File: src/rtl/branch_unit.sv
// Branch unit: 2-bit saturating-counter branch history table with a power-up
// clearing sweep, branch resolution, one-cycle mispredict pulse and statistics.
module branch_unit #(
    parameter int PC_W      = 16,
    parameter int BHT_DEPTH = 16,
    parameter int CNT_W     = 16
) (
    input  logic             clk,
    input  logic             rst,
    input  logic             pred_valid,
    input  logic [PC_W-1:0]  pred_pc,
    output logic             pred_taken,
    input  logic             res_valid,
    input  logic [4:0]       res_opcode,
    input  logic [1:0]       res_flags,
    input  logic [PC_W-1:0]  res_pc,
    input  logic             res_pred,
    output logic             pc_branch_sel_out,
    output logic             mispredict,
    output logic             busy,
    output logic [CNT_W-1:0] branch_cnt,
    output logic [CNT_W-1:0] mispred_cnt
);
    localparam int IDX_W = $clog2(BHT_DEPTH);
    localparam logic [IDX_W-1:0] LAST_IDX = IDX_W'(BHT_DEPTH - 1);

    localparam logic [4:0] OP_BEQ = 5'b10011;
    localparam logic [4:0] OP_BLT = 5'b10100;
    localparam logic [4:0] OP_BGT = 5'b10101;
    localparam logic [4:0] OP_BNE = 5'b10110;

    typedef enum logic {ST_INIT, ST_RUN} state_t;

    state_t           r_state;
    state_t           w_state_next;
    logic [IDX_W-1:0] r_sweep_idx;
    logic [1:0]       r_bht [BHT_DEPTH];

    logic             r_pred_taken;
    logic             r_branch_sel;
    logic             r_mispredict;
    logic [CNT_W-1:0] r_branch_cnt;
    logic [CNT_W-1:0] r_mispred_cnt;

    logic [IDX_W-1:0] w_pred_idx;
    logic [IDX_W-1:0] w_res_idx;
    logic             w_run;
    logic             w_is_branch;
    logic             w_actual;
    logic             w_do_update;
    logic             w_bypass;
    logic [1:0]       w_cur_cnt;
    logic [1:0]       w_new_cnt;
    logic [1:0]       w_pred_cnt;
    logic             w_unused_pc;

    assign w_pred_idx  = pred_pc[IDX_W-1:0];
    assign w_res_idx   = res_pc[IDX_W-1:0];
    assign w_unused_pc = ^{pred_pc[PC_W-1:IDX_W], res_pc[PC_W-1:IDX_W]};

    always_ff @(posedge clk) begin
        if (rst) r_state <= ST_INIT;
        else     r_state <= w_state_next;
    end

    // NOTE: every signal driven in always_comb gets a default first, so no path
    // leaves it unassigned and no latch is inferred.
    always_comb begin
        w_state_next = r_state;
        busy         = 1'b0;
        case (r_state)
            ST_INIT: begin
                busy = 1'b1;
                if (r_sweep_idx == LAST_IDX) w_state_next = ST_RUN;
            end
            ST_RUN:  w_state_next = ST_RUN;
            default: w_state_next = ST_INIT;
        endcase
    end

    assign w_run = (r_state == ST_RUN);

    always_comb begin
        w_is_branch = 1'b0;
        w_actual    = 1'b0;
        case (res_opcode)
            OP_BEQ: begin w_is_branch = 1'b1; w_actual =  res_flags[1]; end
            OP_BLT: begin w_is_branch = 1'b1; w_actual =  res_flags[0]; end
            OP_BGT: begin w_is_branch = 1'b1; w_actual = ~res_flags[0]; end
            OP_BNE: begin w_is_branch = 1'b1; w_actual = ~res_flags[1]; end
            default: ;
        endcase
    end

    assign w_do_update = w_run && res_valid && w_is_branch;
    assign w_cur_cnt   = r_bht[w_res_idx];

    always_comb begin
        w_new_cnt = w_cur_cnt;
        if (w_actual) begin
            if (w_cur_cnt != 2'b11) w_new_cnt = w_cur_cnt + 2'b01;
        end else begin
            if (w_cur_cnt != 2'b00) w_new_cnt = w_cur_cnt - 2'b01;
        end
    end

    // A same-cycle resolve to the looked-up entry forwards its new value.
    assign w_bypass   = w_do_update && (w_res_idx == w_pred_idx);
    assign w_pred_cnt = w_bypass ? w_new_cnt : r_bht[w_pred_idx];

    // NOTE: the table has no reset term; the INIT sweep clears it one entry per
    // cycle, which keeps it mappable onto plain RAM.
    always_ff @(posedge clk) begin
        if (!rst) begin
            if (r_state == ST_INIT) r_bht[r_sweep_idx] <= 2'b01;
            else if (w_do_update)   r_bht[w_res_idx]   <= w_new_cnt;
        end
    end

    always_ff @(posedge clk) begin
        if (rst)                     r_sweep_idx <= '0;
        else if (r_state == ST_INIT) r_sweep_idx <= r_sweep_idx + IDX_W'(1);
    end

    always_ff @(posedge clk) begin
        if (rst) begin
            r_pred_taken  <= 1'b0;
            r_branch_sel  <= 1'b0;
            r_mispredict  <= 1'b0;
            r_branch_cnt  <= '0;
            r_mispred_cnt <= '0;
        end else begin
            r_pred_taken <= w_run && pred_valid && w_pred_cnt[1];
            r_branch_sel <= w_do_update && w_actual;
            r_mispredict <= w_do_update && (w_actual != res_pred);
            if (w_do_update) begin
                if (r_branch_cnt != '1) r_branch_cnt <= r_branch_cnt + CNT_W'(1);
                if ((w_actual != res_pred) && (r_mispred_cnt != '1))
                    r_mispred_cnt <= r_mispred_cnt + CNT_W'(1);
            end
        end
    end

    assign pred_taken        = r_pred_taken;
    assign pc_branch_sel_out = r_branch_sel;
    assign mispredict        = r_mispredict;
    assign branch_cnt        = r_branch_cnt;
    assign mispred_cnt       = r_mispred_cnt;

endmodule

File: config.mk
export PLATFORM = sky130hd
export DESIGN_NAME = branch_unit
export DESIGN_NICKNAME = d
export VERILOG_FILES = /design/src/rtl/branch_unit.sv
export SDC_FILE = /design/constraint.sdc
export NUM_CORES = 1
export LEC_CHECK = 0
export ABC_AREA = 1
export BUFFER_PORTS_ARGS = -buffer_cell sky130_fd_sc_hd__buf_2
export CAP_MARGIN = 20
export CORE_UTILIZATION = 50
export CTS_CLUSTER_DIAMETER = 120
export CTS_CLUSTER_SIZE = 25
export DETAILED_ROUTE_END_ITERATION = 7
export PLACE_DENSITY = 0.78
export SYNTH_ARGS = -nofsm -noshare
export SYNTH_HDL_FRONTEND = slang
export SYNTH_SLANG_ARGS = --single-unit
File: constraint.sdc
create_clock -name clk -period 1.9 [get_ports clk]
set_input_delay 0.285 -clock clk [delete_from_list [all_inputs] [get_ports clk]]
set_output_delay 0.285 -clock clk [all_outputs]
set_load 0.01 [all_outputs]
==> flow_summary.json <==
{
  "setup_tns_ns": 0,
  "cap_viol_max_count": 0,
  "synth_nets": 594,
  "critPathCaptureType": "flop",
  "fin_ws_ns": 0.0793,
  "hpwlAfterDp_um": 7500,
  "fmax_ghz": 0.549,
  "chipWidth_um": 92.2,
  "rr_worst_depth": 8,
  "insertion_delay_ns": 0.35,
  "cts-root-buf": "clkbuf_8",
  "yosysTopAreaCell": "edfxtp_1",
  "ant_nets": 0,
  "crit_path_start_kind": "primary input",
  "portBuffers": 55,
  "cts_setup_buffers": 0,
  "post_drt_wl_per_cell_um": 14.1,
  "vdd_drop_max_mv": 0.413,
  "first_pass_iters": 7,
  "period_share_pct": 95.8,
  "yosysSeqAreaShare_pct": 43.3,
  "worst_pin_slew_ns": 0.517,
  "area_growth_syn_to_layout_pct": 22.6,
  "min_period_ns": 1.82,
  "worst-path-max-fanout": 12,
  "die_h_um": 92.2,
  "r2r-start": "r_state",
  "synth_most_common_cell": "nand2_1",
  "diodes": 0,
  "p_leak_uw": 0.00210,
  "worstSetupPathType": "in2reg",
  "reg2reg_to": "r_bht[9][0]",
  "rsz0062_at_grt": "yes",
  "hold_class": "in2reg",
  "drtIter0Drc": 265,
  "power_uw": 3230,
  "maxSlewViolCount": 0,
  "cts_buffers": 9,
  "reg2reg_slack_ns": 0.10,
  "viasPerCell": 5.44,
  "place_inst": 730,
  "syn_inst": 547,
  "clock_sinks": 72,
  "cts_tree": "built",
  "gr-usage-all-layers_pct": 25.7,
  "clkTransAtPathRegs_ns": 0.07,
  "timing.hold.ws_ns": 0.241,
  "routed_wl_um": 10500,
  "antenna_found_initial": 0,
  "required_ns": 1.94,
  "drive_above_1_share_pct": 24.5,
  "vias": 4067,
  "drc": 0,
  "hold_end": "pred_taken",
  "synthArstFlopShare_pct": 0,
  "place.gp.congestion": 0.956,
  "hold_viol": 0,
  "ys_warn_count": 0,
  "fin_nets": 687,
  "clk_path_buf_depth": 2,
  "grt_overflow_total": 0,
  "io_pins": 80,
  "fp.coreArea_um2": 7810,
  "dieArea_um2": 8500,
  "synth-edff-count": 32,
  "p_per_area_nw_per_um2": 649,
  "grt_pass1_vias": 3770,
  "synthesis.area_um2": 4070,
  "status": "completed",
  "layout.cells.non_filler": 747,
  "dp_slack_ns": -0.538,
  "synth_top_area_share_pct": 23.6,
  "hold-path-cell-count": 5,
  "placementRows": 32,
  "grt_max_degree": 20,
  "slew_headroom_pct": 65.3,
  "synthTopCellsByArea": "edfxtp_1, dfxtp_1, nand2_1",
  "fillers": 693,
  "synth_cell_types": 31,
  "synth_seq_cells": 72,
  "synth_flop_cell": "dfxtp_1",
  "skew_ns": 0.0108,
  "ys_top_cells_by_count": "nand2_1, inv_1, nor2_1, nand3_1, dfxtp_1",
  "grt_pass1_wl_um": 17300,
  "final-setup-viol-count": 0,
  "cts-htree-levels": 3,
  "crit_arrival_ns": 1.86,
  "hp-start": "pred_valid",
  "initial_core_util_pct": 52.1,
  "synth.avg_cell_area_um2": 7.43
}
[layer usage]
layer | routed length (um) | part of all wire, % | global-route usage (%) | up-vias
met4 | 228 | 2.2 | 9.64 | 0
met2 | 4780 | 45 | 42.4 | 192
li1 | - | - | - | 1992
met5 | 0 | 0 | 0 | -
met1 | 4710 | 45 | 33.8 | 1854
met3 | 800 | 7.6 | 4.39 | 29
[through the flow]
step	util, %	instance area, um2
4_1_cts	63.3	4940
5_1_grt	63.8	4980
2_1_floorplan	-	4070
3_3_place_gp	60.5	4730
3_5_place_dp	60.5	4730
6_report	63.8	4980
[area by class of cell]
type / instances / area, um2 / area share [%]
Clock buffer: 10 / 128 / 2.56
Clock inverter: 6 / 83.8 / 1.68
Inverter: 67 / 251 / 5.05
Multi-Input combinational cell: 392 / 2010 / 40.3
Sequential cell: 72 / 1760 / 35.4
Tap cell: 102 / 128 / 2.56
Timing Repair Buffer: 98 / 623 / 12.5
[worst max path at each step]
stage               depth (start not counted)      endpoint  slack (ns)     startpoint
finish                                     13   r_bht[9][0]        0.08  res_opcode[3]
global route                               13  r_bht[13][1]       -0.08  res_opcode[3]
CTS                                        10   r_bht[3][1]        0.05    r_bht[2][1]
detailed placement                         12   r_bht[1][1]       -0.54      res_pc[0]
global placement                           12   r_bht[4][1]       -0.37      res_pc[0]
floorplan                                  12   r_bht[0][1]        0.06      res_pc[0]
[worst max-delay path, cell delays in order]
cell     delay, ns
buf_2         0.10
inv_1         0.08
nand2_1       0.06
nor2_1        0.13
nand2_1       0.07
nand3_1       0.09
nand2_2       0.08
nor2_4        0.09
buf_4         0.19
nand2_1       0.06
o21ai_0       0.13
nand2_1       0.25
nor2_1        0.25
[flip-flops by register name (all words and copies together), names as in the netlist]
signal,count
r_bht,32
branch_cnt,16
pc_branch_sel_out,1
r_state,1
mispredict,1
r_sweep_idx,4
mispred_cnt,16
pred_taken,1
[power breakdown]
group          internal (uW)  switching (uW)
clock network            735             587
registers               1610            8.12
logic                    105             183
[layout by cell type (no fill, tap or decap), types with 5 or more instances in the layout]
master,n
nand2_2,5
a21oi_2,9
nor3_1,15
inv_1,63
xnor2_1,8
edfxtp_1,32
buf_4,41
nor2_1,48
buf_2,55
nand3_2,6
a21oi_1,27
nand4_1,22
nand3_1,47
xor2_1,11
nor2_2,12
nand2_1,144
o21ai_0,15
clkbuf_8,9
dfxtp_1,40
[cells by family after synthesis]
kind of cell | count (synthesis) | share of synthesized area (%)
flops | 72 | 43.3
xor+xnor | 19 | 4.09
compound gates | 64 | 9.45
fa+ha+maj | 3 | 0.923
buf+inv | 84 | 8.37
simple gates | 305 | 33.8
[what timing repair did]
action,4_1_cts,5_1_grt
gates resized for setup,1,12
pin swaps,0,4
hold buffers,0,0
gates cloned,0,1
endpoints found under the setup margin,16,55
(Power assumes the default switching activity.)
